--- config.mk ---
export PLATFORM = sky130hd
export DESIGN_NAME = enemy_wave
export DESIGN_NICKNAME = d
export VERILOG_FILES = /design/src/rtl/game_pkg.sv /design/src/rtl/box_overlap.sv /design/src/rtl/enemy_wave.sv
export SDC_FILE = /design/constraint.sdc
export NUM_CORES = 1
export LEC_CHECK = 0
export CORE_MARGIN = 2
export CORE_UTILIZATION = 55
export DETAILED_ROUTE_END_ITERATION = 10
export PLACE_DENSITY = 0.88
export SYNTH_ARGS = -nofsm -noshare
export SYNTH_HDL_FRONTEND = slang
export SYNTH_SLANG_ARGS = --single-unit
--- constraint.sdc ---
create_clock -name i_clk -period 11.8 [get_ports i_clk]
set_clock_uncertainty 0.05 [all_clocks]
set_input_delay 2.36 -clock i_clk [delete_from_list [all_inputs] [get_ports i_clk]]
set_output_delay 2.36 -clock i_clk [all_outputs]
set_load 0.01 [all_outputs]
--- src/rtl/game_pkg.sv ---
// Shared types and display defaults for the game blocks (ship, enemies, renderer).
package game_pkg;

  localparam int unsigned CW = 12;
  typedef logic [CW-1:0] coord_t;

  localparam int unsigned DISP_W = 640;
  localparam int unsigned DISP_H = 480;

  typedef enum logic [1:0] {
    MARCH,
    RESPAWN_WAIT,
    GAME_OVER
  } wave_state_t;

endpackage

--- src/rtl/box_overlap.sv ---
// Strict axis-aligned overlap of two boxes; touching edges do not count.
module box_overlap
  import game_pkg::*;
(
  input  coord_t a_x1_i,
  input  coord_t a_x2_i,
  input  coord_t a_y1_i,
  input  coord_t a_y2_i,
  input  coord_t b_x1_i,
  input  coord_t b_x2_i,
  input  coord_t b_y1_i,
  input  coord_t b_y2_i,
  output logic   overlap_o
);

  always_comb begin
    overlap_o = (a_x1_i < b_x2_i) && (a_x2_i > b_x1_i) &&
                (a_y1_i < b_y2_i) && (a_y2_i > b_y1_i);
  end

endmodule

--- src/rtl/enemy_wave.sv ---
// Row of N marching enemies: bounce/step-down at the edges, bullet kills,
// score/wave bookkeeping, respawn delay and a latched game-over.
module enemy_wave
  import game_pkg::*;
#(
  parameter int unsigned N         = 4,
  parameter int unsigned E_SIZE    = 20,
  parameter int unsigned SPACING   = 120,
  parameter int unsigned IX0       = 80,
  parameter int unsigned IY        = 100,
  parameter int unsigned STEP_DOWN = 16,
  parameter int unsigned RESPAWN   = 60,
  parameter int unsigned D_WIDTH   = DISP_W,
  parameter int unsigned D_HEIGHT  = DISP_H
) (
  input  logic            i_clk,
  input  logic            i_rst,
  input  logic            i_ani_stb,
  input  logic            i_animate,
  input  logic            i_paused,
  input  logic [11:0]     i_x1,
  input  logic [11:0]     i_x2,
  input  logic [11:0]     i_y1,
  input  logic [11:0]     i_y2,
  input  logic [11:0]     i_bx1,
  input  logic [11:0]     i_bx2,
  input  logic [11:0]     i_by1,
  input  logic [11:0]     i_by2,
  input  logic            i_firing,
  output logic [12*N-1:0] o_ex1,
  output logic [12*N-1:0] o_ex2,
  output logic [11:0]     o_ey1,
  output logic [11:0]     o_ey2,
  output logic [N-1:0]    o_alive,
  output logic            o_hit,
  output logic [15:0]     o_score,
  output logic [7:0]      o_wave,
  output logic            o_game_over
);

  localparam int unsigned IDX_W = (N > 1) ? $clog2(N) : 1;
  localparam int unsigned CNT_W = $clog2(RESPAWN + 1);

  localparam coord_t ES    = coord_t'(E_SIZE);
  localparam coord_t SD    = coord_t'(STEP_DOWN);
  localparam coord_t X_RST = coord_t'(IX0);
  localparam coord_t Y_RST = coord_t'(IY);
  localparam coord_t R_LIM = coord_t'(D_WIDTH - 1);
  localparam coord_t B_LIM = coord_t'(D_HEIGHT - 1);
  localparam logic [CNT_W-1:0] CNT_LAST = CNT_W'(RESPAWN - 1);

  wave_state_t      state_q, state_d;
  coord_t           base_x_q, base_x_d;
  coord_t           row_y_q, row_y_d;
  logic             dir_q, dir_d;
  logic [N-1:0]     alive_q, alive_d;
  logic [15:0]      score_q, score_d;
  logic [7:0]       wave_q, wave_d;
  logic [CNT_W-1:0] cnt_q, cnt_d;
  logic             hit_q, hit_d;

  logic   q;
  coord_t ex1 [N];
  coord_t ex2 [N];
  coord_t ey1, ey2;
  logic [N-1:0] bul_ov, ply_ov, hit_vec;

  assign q   = i_animate & i_ani_stb & ~i_paused;
  assign ey1 = row_y_q - ES;
  assign ey2 = row_y_q + ES;

  always_comb begin
    for (int unsigned i = 0; i < N; i++) begin
      ex1[i] = base_x_q + coord_t'(i * SPACING) - ES;
      ex2[i] = base_x_q + coord_t'(i * SPACING) + ES;
    end
  end

  for (genvar g = 0; g < N; g++) begin : g_enemy
    box_overlap u_bullet (
      .a_x1_i   (i_bx1),
      .a_x2_i   (i_bx2),
      .a_y1_i   (i_by1),
      .a_y2_i   (i_by2),
      .b_x1_i   (ex1[g]),
      .b_x2_i   (ex2[g]),
      .b_y1_i   (ey1),
      .b_y2_i   (ey2),
      .overlap_o(bul_ov[g])
    );

    box_overlap u_player (
      .a_x1_i   (i_x1),
      .a_x2_i   (i_x2),
      .a_y1_i   (i_y1),
      .a_y2_i   (i_y2),
      .b_x1_i   (ex1[g]),
      .b_x2_i   (ex2[g]),
      .b_y1_i   (ey1),
      .b_y2_i   (ey2),
      .overlap_o(ply_ov[g])
    );

    assign o_ex1[12*g +: 12] = ex1[g];
    assign o_ex2[12*g +: 12] = ex2[g];
  end

  // A kill is refused while the previous kill's pulse is still out, so o_hit
  // can never stay high across two cycles even with back-to-back strobes.
  assign hit_vec = alive_q & bul_ov & {N{i_firing & ~hit_q}};

  logic             kill_any;
  logic [IDX_W-1:0] kill_idx;
  logic [N-1:0]     kill_mask;
  logic [N-1:0]     alive_after;

  always_comb begin
    kill_any  = 1'b0;
    kill_idx  = '0;
    kill_mask = '0;
    for (int unsigned i = 0; i < N; i++) begin
      if (hit_vec[i] && !kill_any) begin
        kill_any = 1'b1;
        kill_idx = IDX_W'(i);
      end
    end
    if (kill_any) kill_mask[kill_idx] = 1'b1;
    alive_after = alive_q & ~kill_mask;
  end

  // Edge test uses the survivors of this strobe's kill, on pre-move positions.
  logic             any_left;
  logic [IDX_W-1:0] left_idx, right_idx;
  coord_t           left_edge, right_edge;
  logic             bounce, lose;

  always_comb begin
    any_left  = 1'b0;
    left_idx  = '0;
    right_idx = '0;
    for (int unsigned i = 0; i < N; i++) begin
      if (alive_after[i]) begin
        if (!any_left) left_idx = IDX_W'(i);
        any_left  = 1'b1;
        right_idx = IDX_W'(i);
      end
    end
    left_edge  = ex1[left_idx];
    right_edge = ex2[right_idx];
    bounce     = dir_q ? (left_edge <= coord_t'(1)) : (right_edge >= R_LIM);
    lose       = (|(alive_q & ply_ov)) || (ey2 >= B_LIM);
  end

  always_comb begin
    state_d  = state_q;
    base_x_d = base_x_q;
    row_y_d  = row_y_q;
    dir_d    = dir_q;
    alive_d  = alive_q;
    score_d  = score_q;
    wave_d   = wave_q;
    cnt_d    = cnt_q;
    hit_d    = 1'b0;
    if (q) begin
      case (state_q)
        MARCH: begin
          if (lose) begin
            state_d = GAME_OVER;
          end else begin
            if (kill_any) begin
              alive_d = alive_after;
              score_d = (score_q == 16'hFFFF) ? score_q : score_q + 16'd1;
              hit_d   = 1'b1;
            end
            if (!any_left) begin
              state_d = RESPAWN_WAIT;
              cnt_d   = '0;
            end else if (bounce) begin
              dir_d   = ~dir_q;
              row_y_d = row_y_q + SD;
            end else if (dir_q) begin
              base_x_d = base_x_q - coord_t'(1);
            end else begin
              base_x_d = base_x_q + coord_t'(1);
            end
          end
        end
        RESPAWN_WAIT: begin
          if (cnt_q == CNT_LAST) begin
            alive_d  = '1;
            base_x_d = X_RST;
            row_y_d  = Y_RST;
            dir_d    = 1'b0;
            wave_d   = wave_q + 8'd1;
            state_d  = MARCH;
          end else begin
            cnt_d = cnt_q + 1'b1;
          end
        end
        GAME_OVER: ;
        default: state_d = MARCH;
      endcase
    end
  end

  always_ff @(posedge i_clk) begin
    if (i_rst) begin
      state_q  <= MARCH;
      base_x_q <= X_RST;
      row_y_q  <= Y_RST;
      dir_q    <= 1'b0;
      alive_q  <= '1;
      score_q  <= '0;
      wave_q   <= '0;
      cnt_q    <= '0;
      hit_q    <= 1'b0;
    end else begin
      state_q  <= state_d;
      base_x_q <= base_x_d;
      row_y_q  <= row_y_d;
      dir_q    <= dir_d;
      alive_q  <= alive_d;
      score_q  <= score_d;
      wave_q   <= wave_d;
      cnt_q    <= cnt_d;
      hit_q    <= hit_d;
    end
  end

  assign o_ey1       = ey1;
  assign o_ey2       = ey2;
  assign o_alive     = alive_q;
  assign o_hit       = hit_q;
  assign o_score     = score_q;
  assign o_wave      = wave_q;
  assign o_game_over = (state_q == GAME_OVER);

endmodule

Word-level counts from Yosys, hierarchy flattened
Cells that the tools add are included.
- flip-flop bits (word level): 62
- output and inout port bits: 150
- logic and storage cells: 188
- $add $sub $neg: 19
- order comparisons: 27
- equality and inequality tests: 13
- muxes and demuxes: 59
- bitwise operators: 18
- reductions and logical operators: 43
- operators with widths (cell ; count):
    $mux W12 ; 13
    $gt A12 B12 Y1 ; 10
    $lt A12 B12 Y1 ; 10
    $add A12 B5 Y12 const B ; 6
    $sub A12 B5 Y12 const B ; 5
    $bmux W12 S2 ; 2
    $pmux W12 S2 ; 2
    $logic_and A1 B1 Y1 ; 28
    $mux W2 ; 11
    $mux W1 ; 19
    $mux W6 ; 3
    $add A16 B1 Y16 const B ; 1
    $and A4 B4 Y4 ; 4
    $eq A16 B16 Y1 const B ; 1
    $mux W4 ; 4
    $ne A2 B2 Y1 const B ; 8
    $reduce_and A5 Y1 ; 3
    $add A12 B1 Y12 const B ; 1
    $add A12 B7 Y12 const B ; 1
    $add A12 B8 Y12 const B ; 1
    $add A12 B9 Y12 const B ; 1
    $ge A12 B10 Y1 const B ; 1
    $ge A12 B9 Y1 const B ; 1
    $le A12 B1 Y1 const B ; 1
    other kinds (27) ; 42

Logic depth before layout (Yosys ltp)
Gate-level depths: netlist of the first run.
- word-level depth: 42
- gate-level depth with buffers: 25
- gate-level depth less buffers: 23

Cells and area by module
A second synthesis of the first run with hierarchy kept.
- cell total of the unflattened synthesis: 2067
- area total of the unflattened synthesis: 15486.1 um^2
- by module, submodules not included (module ; times used ; cells each ; area an instance (um^2) ; sequential area each (um^2)):
    box_overlap ; 8 ; 158 ; 1143.6 ; 0.0
    enemy_wave ; 1 ; 803 ; 6337.3 ; 1181.1

Least setup slack after synthesis of the first run
OpenSTA, ideal clock, no wires.
- path kind: register -> register
- start: register base_x_q[4]
- end: register base_x_q[10]
- setup time: 0.117 ns
- data arrival time: 5.667 ns
- data required time: 11.633 ns
- path slack: 5.965 ns
- cell stages (with the launch flop): 25
- buffers on the path: 2
- cells stage by stage: dfxtp_1 -> clkbuf_1 -> inv_1 -> ha_1 -> xnor2_1 -> nand3_1 -> nor3_1 -> mux2i_1 -> and3_1 -> xnor2_1 -> inv_1 -> ha_1 -> nand4_1 -> nor3_1 -> a2111oi_0 -> and3_1 -> a21oi_1 -> a31o_2 -> mux2_2 -> or4_1 -> o2111ai_2 -> nand2_2 -> nor4b_4 -> buf_6 -> a22o_2
- elaborated cells between the ends (all ways): 112
- those cells by class: 13 x add/sub; 20 x order compare; 3 x eq/ne; 35 x mux; 7 x bitwise; 34 x reduce/logical
- RTL lines (element ; line ; source):
    start: declaration ; enemy_wave.sv:53 ; coord_t base_x_q, base_x_d;
    start signal: assignment ; enemy_wave.sv:219 ; base_x_q <= base_x_d;
    $add A12 B8 Y12 * ; enemy_wave.sv:74 ; ex1[i] = base_x_q + coord_t'(i * SPACING) - ES;
    $sub A12 B5 Y12 * ; enemy_wave.sv:74 ;
    via o_ex1[35] ; enemy_wave.sv:30 ; output logic [12*N-1:0] o_ex1,
    $gt A12 B12 Y1 ; box_overlap.sv:17 ; overlap_o = (a_x1_i < b_x2_i) && (a_x2_i > b_x1_i) &&
    $logic_and A1 B1 Y1 (2 in a row) ; box_overlap.sv:17 ;
    $logic_and A1 B1 Y1 ; box_overlap.sv:18 ; (a_y1_i < b_y2_i) && (a_y2_i > b_y1_i);
    $and A4 B4 Y4 (2 in a row) ; enemy_wave.sv:110 ; assign hit_vec = alive_q & bul_ov & {N{i_firing & ~hit_q}};
    $logic_and A1 B1 Y1 ; enemy_wave.sv:122 ; if (hit_vec[i] && !kill_any) begin
    (+17 left out) ; -- ;
    $mux W2 ; enemy_wave.sv:142 ; if (alive_after[i]) begin
    $not A2 Y3 (not written as such) ; enemy_wave.sv:148 ; left_edge = ex1[left_idx];
    $bmux W12 S2 ; enemy_wave.sv:148 ;
    $mux W12 (not written as such) (2 in a row) ; enemy_wave.sv:148 ;
    $le A12 B1 Y1 ; enemy_wave.sv:150 ; bounce = dir_q ? (left_edge <= coord_t'(1)) : (right_edge >= R_LIM);
    $mux W1 ; enemy_wave.sv:150 ;
    $ne A2 B2 Y1 (no source line) ; -- ;
    $reduce_and A6 Y1 (no source line) * ; -- ;
Mark *: on every way through the listed nets, which the timed path passes. The rest lies on a longest branch. The select of a mux whose other input is x is not followed.
A chain may end at the register's enable or synchronous reset.

Worst setup path after layout of the first run
- start: register base_x_q[4]
- end: register base_x_q[6]
- longest elaborated chain between the ends: 39
- elaborated cells between the ends (all ways): 112
- those cells by class: 13 x add/sub; 20 x order compare; 3 x eq/ne; 35 x mux; 7 x bitwise; 34 x reduce/logical
- RTL lines (element):
    branches (longest 39 deep; another with $add A12 B7 Y12)
Parallel ways; which one is timed is not known. The select of a mux whose other input is x is not followed.

==> results of run 1 <==
## metal layers
| layer | global-route usage [%] | up-vias | part of all wire, % |
|---|---|---|---|
| met3 | 6.590 | 118 | 11 |
| met4 | 13.74 | 0 | 3.9 |
| met5 | 0 | - | 0 |
| met1 | 46.08 | 5102 | 41 |
| met2 | 55.35 | 631 | 44 |
| li1 | - | 5106 | - |
## logic make-up (layout without fill, tap and decap cells)
family | Yosys count | after routing
mux | 12 | 12
xor+xnor | 131 | 131
flops | 59 | 59
buf+inv | 192 | 392
other cells | 1 | 4
fa+ha+maj | 223 | 223
compound gates | 312 | 312
simple gates | 378 | 378
## where the power goes
group          leakage [nW]  internal, mW  switching (mW)  total, mW
combinational          5.08        0.0791          0.0807      0.160
clock                 0.142         0.164          0.0985      0.263
sequential            0.475         0.200         0.00104      0.201
## cells in the mapped netlist, types with 26 or more instances
| cell | instances |
|---|---|
| xnor2_1 | 72 |
| a21oi_1 | 78 |
| nand4_1 | 34 |
| a21o_1 | 40 |
| ha_1 | 219 |
| inv_1 | 123 |
| nand3_1 | 34 |
| dfxtp_1 | 59 |
| nand2_1 | 74 |
| nor3_1 | 26 |
| o21ai_0 | 40 |
| nor2_1 | 85 |
| buf_4 | 37 |
| xor2_1 | 57 |
## final timing paths
path	start	slack (ns)	depth (start not counted)	to
max	base_x_q[4]	4.04	23	base_x_q[6]
min	o_alive[3]	0.46	2	o_alive[3]
min reg2reg	o_alive[3]	0.46	2	o_alive[3]
max reg2reg	base_x_q[4]	4.04	23	base_x_q[6]
## final cells by class
type / count / area share, %
clock inverters: 7 / 0.5867
clock buffers: 9 / 1.731
multi-input cells: 1060 / 63.59
inverters: 125 / 3.607
flip-flops and latches: 59 / 9.080
well taps: 234 / 2.251
repair buffers: 251 / 19.16
## state kept, by name, indices dropped and copies added (netlist names)
register	flops
o_score	16
o_wave	8
cnt_q	6
o_hit	1
o_alive	4
dir_q	1
row_y_q	9
base_x_q	12
state_q	2
## cell usage in the layout (no fill, tap or decap), types with 11 or more instances in the layout
cell,n
a211oi_1,19
a21o_1,40
a21oi_1,78
a31oi_1,13
and2_1,13
and3_1,21
clkdlybuf4s50_1,243
dfxtp_1,59
ha_1,219
inv_1,123
nand2_1,74
nand2b_1,11
nand3_1,34
nand4_1,34
nor2_1,85
nor2b_1,18
nor3_1,26
nor4_1,12
o211ai_1,13
o21a_1,13
o21ai_0,40
or3_1,12
xnor2_1,72
xor2_1,57
## critical path, delay by kind of cell (launching register included)
family                   cells  cell delay (ns)
AO/OA/AOI/OAI                9             2.57
AND/OR/NAND/NOR              7             1.86
XOR/XNOR                     2             0.85
flip-flops                   1             0.73
adder cells (fa/ha/maj)      2             0.71
buffers and inverters        2             0.67
multiplexers                 1             0.13
==> summary.txt, run 1 <==
Die
  • # rows: 50
  • DIE AREA: 19880 um^2
  • Core Area: 18580 um^2
  • Die Wd: 141.0 um
  • Initial Util: approximately 56%
  • Die H: roughly 140 um
  • IO Count: 252

Clock tree
  • Longest Clk Path Bufs: 2
  • CTS Buf Count: 9
  • Hold Buf Count CTS: 0
  • TritonCTS clock tree: yes
  • H-tree depth: 3
  • Clk_lat worst skew: ~0.33 ns
  • Sink Count: 59
  • # Post-CTS Setup Buffers: 0
  • CTS resizes: 0
  • Root Buffer: clkbuf_16
  • Clock transition at path regs: 0.05 ns

STA
  • RSZ-0062 raised after global routing: false
  • Fmax: 128.9 MHz
  • Max Slew Vio Count: 0
  • Rel. slew slack: 34.10%
  • Final hold slack: 0.4647 ns
  • Final WS setup: 4.040 ns
  • Tightest Pin Transition: between 0.9 and 1 ns
  • Final hold viol count: 0
  • Final min period: roughly 7.8 ns
  • Final setup violation count: 0
  • Setup_tns: 0 ns
  • Final period utilization: 65.76%

Global route
  • Remaining Overflow, GRT: 0
  • First-pass GRT wire length: 54940 um
  • Total GRT Usage: roughly 35%
  • Largest net degree at the start of global routing: 41
  • Initial antenna violation count: 1
  • Via count of the first global-routing pass: ~11000

Synth
  • Proportion of synthesized area in mux cells: 1.188%
  • Xor-xnor portion of the synthesized cell area: 11.26%
  • Compound-cell area share of the yosys netlist: 21.19%
  • Mean Syn Cell Area: just under 8 um^2
  • Largest area contributor in the netlist: ha_1
  • Top cell type's share of synthesized area: 26.55%
  • Post-synthesis sequential area ratio: 11.44%
  • Simple-gate share of the synthesized area: 19.30%
  • Synth cell types: between 90 and 100
  • Largest family of logic cells by synthesized area: adder cells
  • Synth async-reset ratio: 0%
  • Gate Count Post-Synth: approximately 1300
  • Synth area leaders: ha_1, dfxtp_1, xnor2_1, xor2_1, inv_1
  • Synth Area in Adders: a little over a quarter
  • Yosys warning count: 0
  • Post-synth EDFFs: 0
  • Mapped Area: 10320 um^2
  • FF+latch count, synth: 59
  • Top_reg_cell synth: dfxtp_1

Setup path
  • Setup CP Type: reg2reg
  • Crit end category: flip-flop
  • CP arrival: roughly 8 ns
  • Worst EP required: 11.92 ns
  • Worst-path cell chain: inv_1, ha_1, xnor2_1, nand3_1, nor3_1, mux2i_1, and3_1, xnor2_1, inv_1, ha_1, nand4_1, nor3_1, o21ai_0, o211ai_1, and3_1, a21oi_1, a31o_2, and3_1, a311o_1, o21ai_1, a21oi_1, o22ai_1, a22oi_1
  • Largest stage delay, worst path: 0.79 ns
  • Most used cell, CP: and3_1
  • CP max stage cell: o22ai_1
  • Worst Path Max Fanout: 13
  • Startpoint Class: flip-flop

Route
  • Drt wl/cell: slightly above 20 um
  • DRT Wirelength: 35710 um
  • Routed via count: roughly 11000
  • Initial drt markers: 1146
  • Drt drc: 0
  • Drt pass-1 iters: 6
  • Routed Antenna Nets: 0
  • Routed vias/inst: 6.279

Cells and area
  • Reg area: 1181 um^2
  • Area of the multi-input gates: approximately 8300 um^2
  • Fraction of layout cells with a size suffix above 1: 4.368%
  • Fin cells: 1745
  • Final Core Density: 70.01%
  • Final Cell Area: between 10000 and 15000 um^2
  • Layout Nets: 1828
  • Layout fillers: 1492
  • Diode count: 0
  • Area grow syn2layout: 26.04%

Run status
  • Status: finished clean

Place
  • Final HPWL DP: 28890 um
  • Dpl ws: 4.402 ns
  • IO Port Bufs: 243
  • GPL Wtd Cong: 0.9976
  • Inst Count DP: 1729
  • Placement Cell Area: 12710 um^2

Power
  • Pwr per Cell Area: 47.92 nW/um^2
  • Leakage: 5.696 nW
  • Peak VDD IR: approximately 56 uV
  • Design Power: 0.6234 mW

Run
  • Max Cap Viol: 0

Worst hold path
  • Worst hold path class: reg2reg
Power figures use the tool's default switching activity.
==> run 2, diff against run 1 <==
Settings changed: CORE_UTILIZATION 55 to 47, PLACE_DENSITY 0.88 to 0.8.
Clock period 11.8 ns to 7.1 ns, I/O delays scaled along.
==> summary.txt, run 2 (same netlist as run 1, synthesis figures left out) <==
Setup path
  • CP arrival: 6.65 ns (-1.23 ns)
  • CP max stage cell: nor4b_4
  • Worst EP required: 7.32 ns (-4.60 ns)
  • Crit end category: flip-flop
  • Largest stage delay, worst path: 0.57 ns (-0.22 ns)
  • Setup CP Type: reg2reg
  • Worst-path cell chain: inv_1, ha_1, xnor2_1, nand3_1, nor3_1, mux2i_1, and3_1, xnor2_1, inv_1, ha_1, nand4_1, nor3_1, o21ai_0, o211ai_1, and3_1, a21oi_1, a211o_1, and3_1, a2111oi_0, o21ai_1, nand2_2, nor4b_4, mux2_2
  • Startpoint Class: flip-flop
  • Critical Path End: base_x_q[0]
  • Most used cell, CP: and3_1
  • FF-to-FF Start: base_x_q[5]
  • R2r endpoint: base_x_q[0]
  • Reg2Reg Depth: 23 (unchanged)
  • Worst Path Max Fanout: 11 (-2)
  • Flop2flop setup slack: 0.68 ns (-3.36 ns)
  • Crit path launch: base_x_q[5]

Global route
  • Top Usage Layer GRT: met2
  • Initial antenna violation count: 0 (-1)
  • Via count of the first global-routing pass: 10170 (-3.8%)
  • Met3 usage: 2.958% (-3.6 points)
  • First-pass GRT wire length: 54840 um (-0.17%)
  • Met1 global-route usage: 40.84% (-5.2 points)
  • Met2 Track Usage GR: 47.40% (-7.9 points)
  • Remaining Overflow, GRT: 0 (unchanged)
  • Total GRT Usage: 29.01% (-5.6 points)
  • Largest net degree at the start of global routing: 41 (unchanged)

Route
  • Routed via count: 10670 (-2.6%)
  • Initial drt markers: 964 (-16%)
  • Routed Antenna Nets: 0 (unchanged)
  • Drt wl/cell: 19.44 um (-5.0%)
  • Drt drc: 0 (unchanged)
  • Drt pass-1 iters: 5 (-1)
  • DRT Wirelength: 35090 um (-1.8%)
  • Routed vias/inst: 5.911 (-5.9%)

Clock tree
  • Clock transition at path regs: 0.06 ns (about the same)
  • Sink Count: 59 (unchanged)
  • CTS resizes: 0 (unchanged)
  • Hold Buf Count CTS: 0 (unchanged)
  • CTS Buf Count: 9 (unchanged)
  • Clk_lat worst skew: 0.33 ns (about the same)
  • Root Buffer: clkbuf_16
  • H-tree depth: 3 (unchanged)
  • # Post-CTS Setup Buffers: 0 (unchanged)
  • TritonCTS clock tree: yes
  • Longest Clk Path Bufs: 2 (unchanged)

Run status
  • Status: finished clean

STA
  • Final period utilization: 90.47% (+25 points)
  • Final min period: 6.424 ns (-1.337 ns)
  • RSZ-0062 raised after global routing: false
  • Final hold viol count: 0 (unchanged)
  • Setup_tns: 0 ns (unchanged)
  • Final setup violation count: 0 (unchanged)
  • Tightest Pin Transition: 0.8559 ns (-0.1326 ns)
  • Final hold slack: 0.4453 ns (-0.01948 ns)
  • Rel. slew slack: 42.51% (+8.4 points)
  • Max Slew Vio Count: 0 (unchanged)
  • Fmax: 155.7 MHz (+21%)

Worst hold path
  • Worst hold path class: reg2reg
  • Hold Startpoint: o_alive[3]

Power
  • Peak VDD IR: 134.2 uV (+140%)
  • Pwr per Cell Area: 78.73 nW/um^2 (+64%)
  • Leakage: 5.762 nW (+1.2%)

Die
  • IO Count: 252 (unchanged)
  • Core Area: 21690 um^2 (+17%)
  • # rows: 54 (+8.0%)
  • DIE AREA: 23160 um^2 (+17%)
  • Die H: 152.2 um (+7.9%)
  • Initial Util: 47.59% (-8.0 points)
  • Die Wd: 152.2 um (+7.9%)

Place
  • GPL Wtd Cong: 1.053 (+5.5%)
  • Final HPWL DP: 28880 um (about the same)
  • IO Port Bufs: 243 (unchanged)

Run
  • Max Cap Viol: 0 (unchanged)

Cells and area
  • Area of the multi-input gates: 8272 um^2 (unchanged)
  • Diode count: 0 (unchanged)
  • Commonest non-fill, non-tap cell in the layout: clkdlybuf4s50_1
  • Layout Nets: 1842 (+0.77%)
  • Reg area: 1181 um^2 (unchanged)
  • Fraction of layout cells with a size suffix above 1: 5.246% (+0.88 points)
  • Commonest non-fill, non-tap cells in the layout: clkdlybuf4s50_1, ha_1, inv_1
  • Layout fillers: 1922 (+29%)
  • Area grow syn2layout: 27.62%
  • Max FFs per register: 16 (unchanged)
## run 2: cell types whose count changed in the layout (fill, tap and decap cells not counted)
cell	change
buf_4	+14
## run 2: worst min path at each step
stage / endpoint / slack [ns] / cells after the start
2_1_floorplan: cnt_q[5] / 0.43 / 2
3_3_place_gp: o_alive[3] / 0.43 / 2
3_5_place_dp: o_alive[3] / 0.43 / 2
4_1_cts: o_alive[3] / 0.44 / 2
5_1_grt: o_alive[3] / 0.46 / 2
6_report: o_alive[3] / 0.45 / 2
## run 2: critical path, delay by kind of cell, from the launching register on
kind            cells  cell delay (ns)
flops               1             0.33
buf+inv             2             0.28
fa+ha+maj           2             0.59
xor+xnor            2             0.78
simple gates        9             2.49
mux                 2             0.38
compound gates      6             1.43
## run 2: area by class of cell
type	count	area share, %
Clock buffer	9	1.710
Timing Repair Buffer	265	19.72
Clock inverter	7	0.5795
Tap cell	280	2.660
Inverter	125	3.562
Multi-Input combinational cell	1060	62.80
Sequential cell	59	8.967
## run 2: metal layers
metal / up-vias / part of all wire (%)
met2: 465 / 45
met1: 5014 / 45
met3: 47 / 7.4
li1: 5144 / -
met4: 0 / 2.4
met5: - / 0
## run 2: report_power, final
part / internal [mW] / total (mW) / switching, mW
registers: 0.332 / 0.334 / 0.00174
clock network: 0.273 / 0.441 / 0.168
logic: 0.132 / 0.262 / 0.131
total: 0.737 / 1.04 / 0.300
## run 2: metrics by stage
step / instances / worst slack [ns] / power [mW] / utilization (%) / cell area, um^2
finish: 1805 / 0.6764 / 1.037 / 60.73 / 13170
CTS: 1805 / 0.7621 / 1.036 / 60.73 / 13170
detailed placement: 1789 / 0.7762 / 0.5970 / 59.34 / 12870
floorplan: 1311 / 1.265 / 0.4838 / - / 10330
global placement: 1789 / 0.9776 / 0.5902 / 59.34 / 12870
global route: 1805 / 0.3038 / 1.082 / 60.73 / 13170
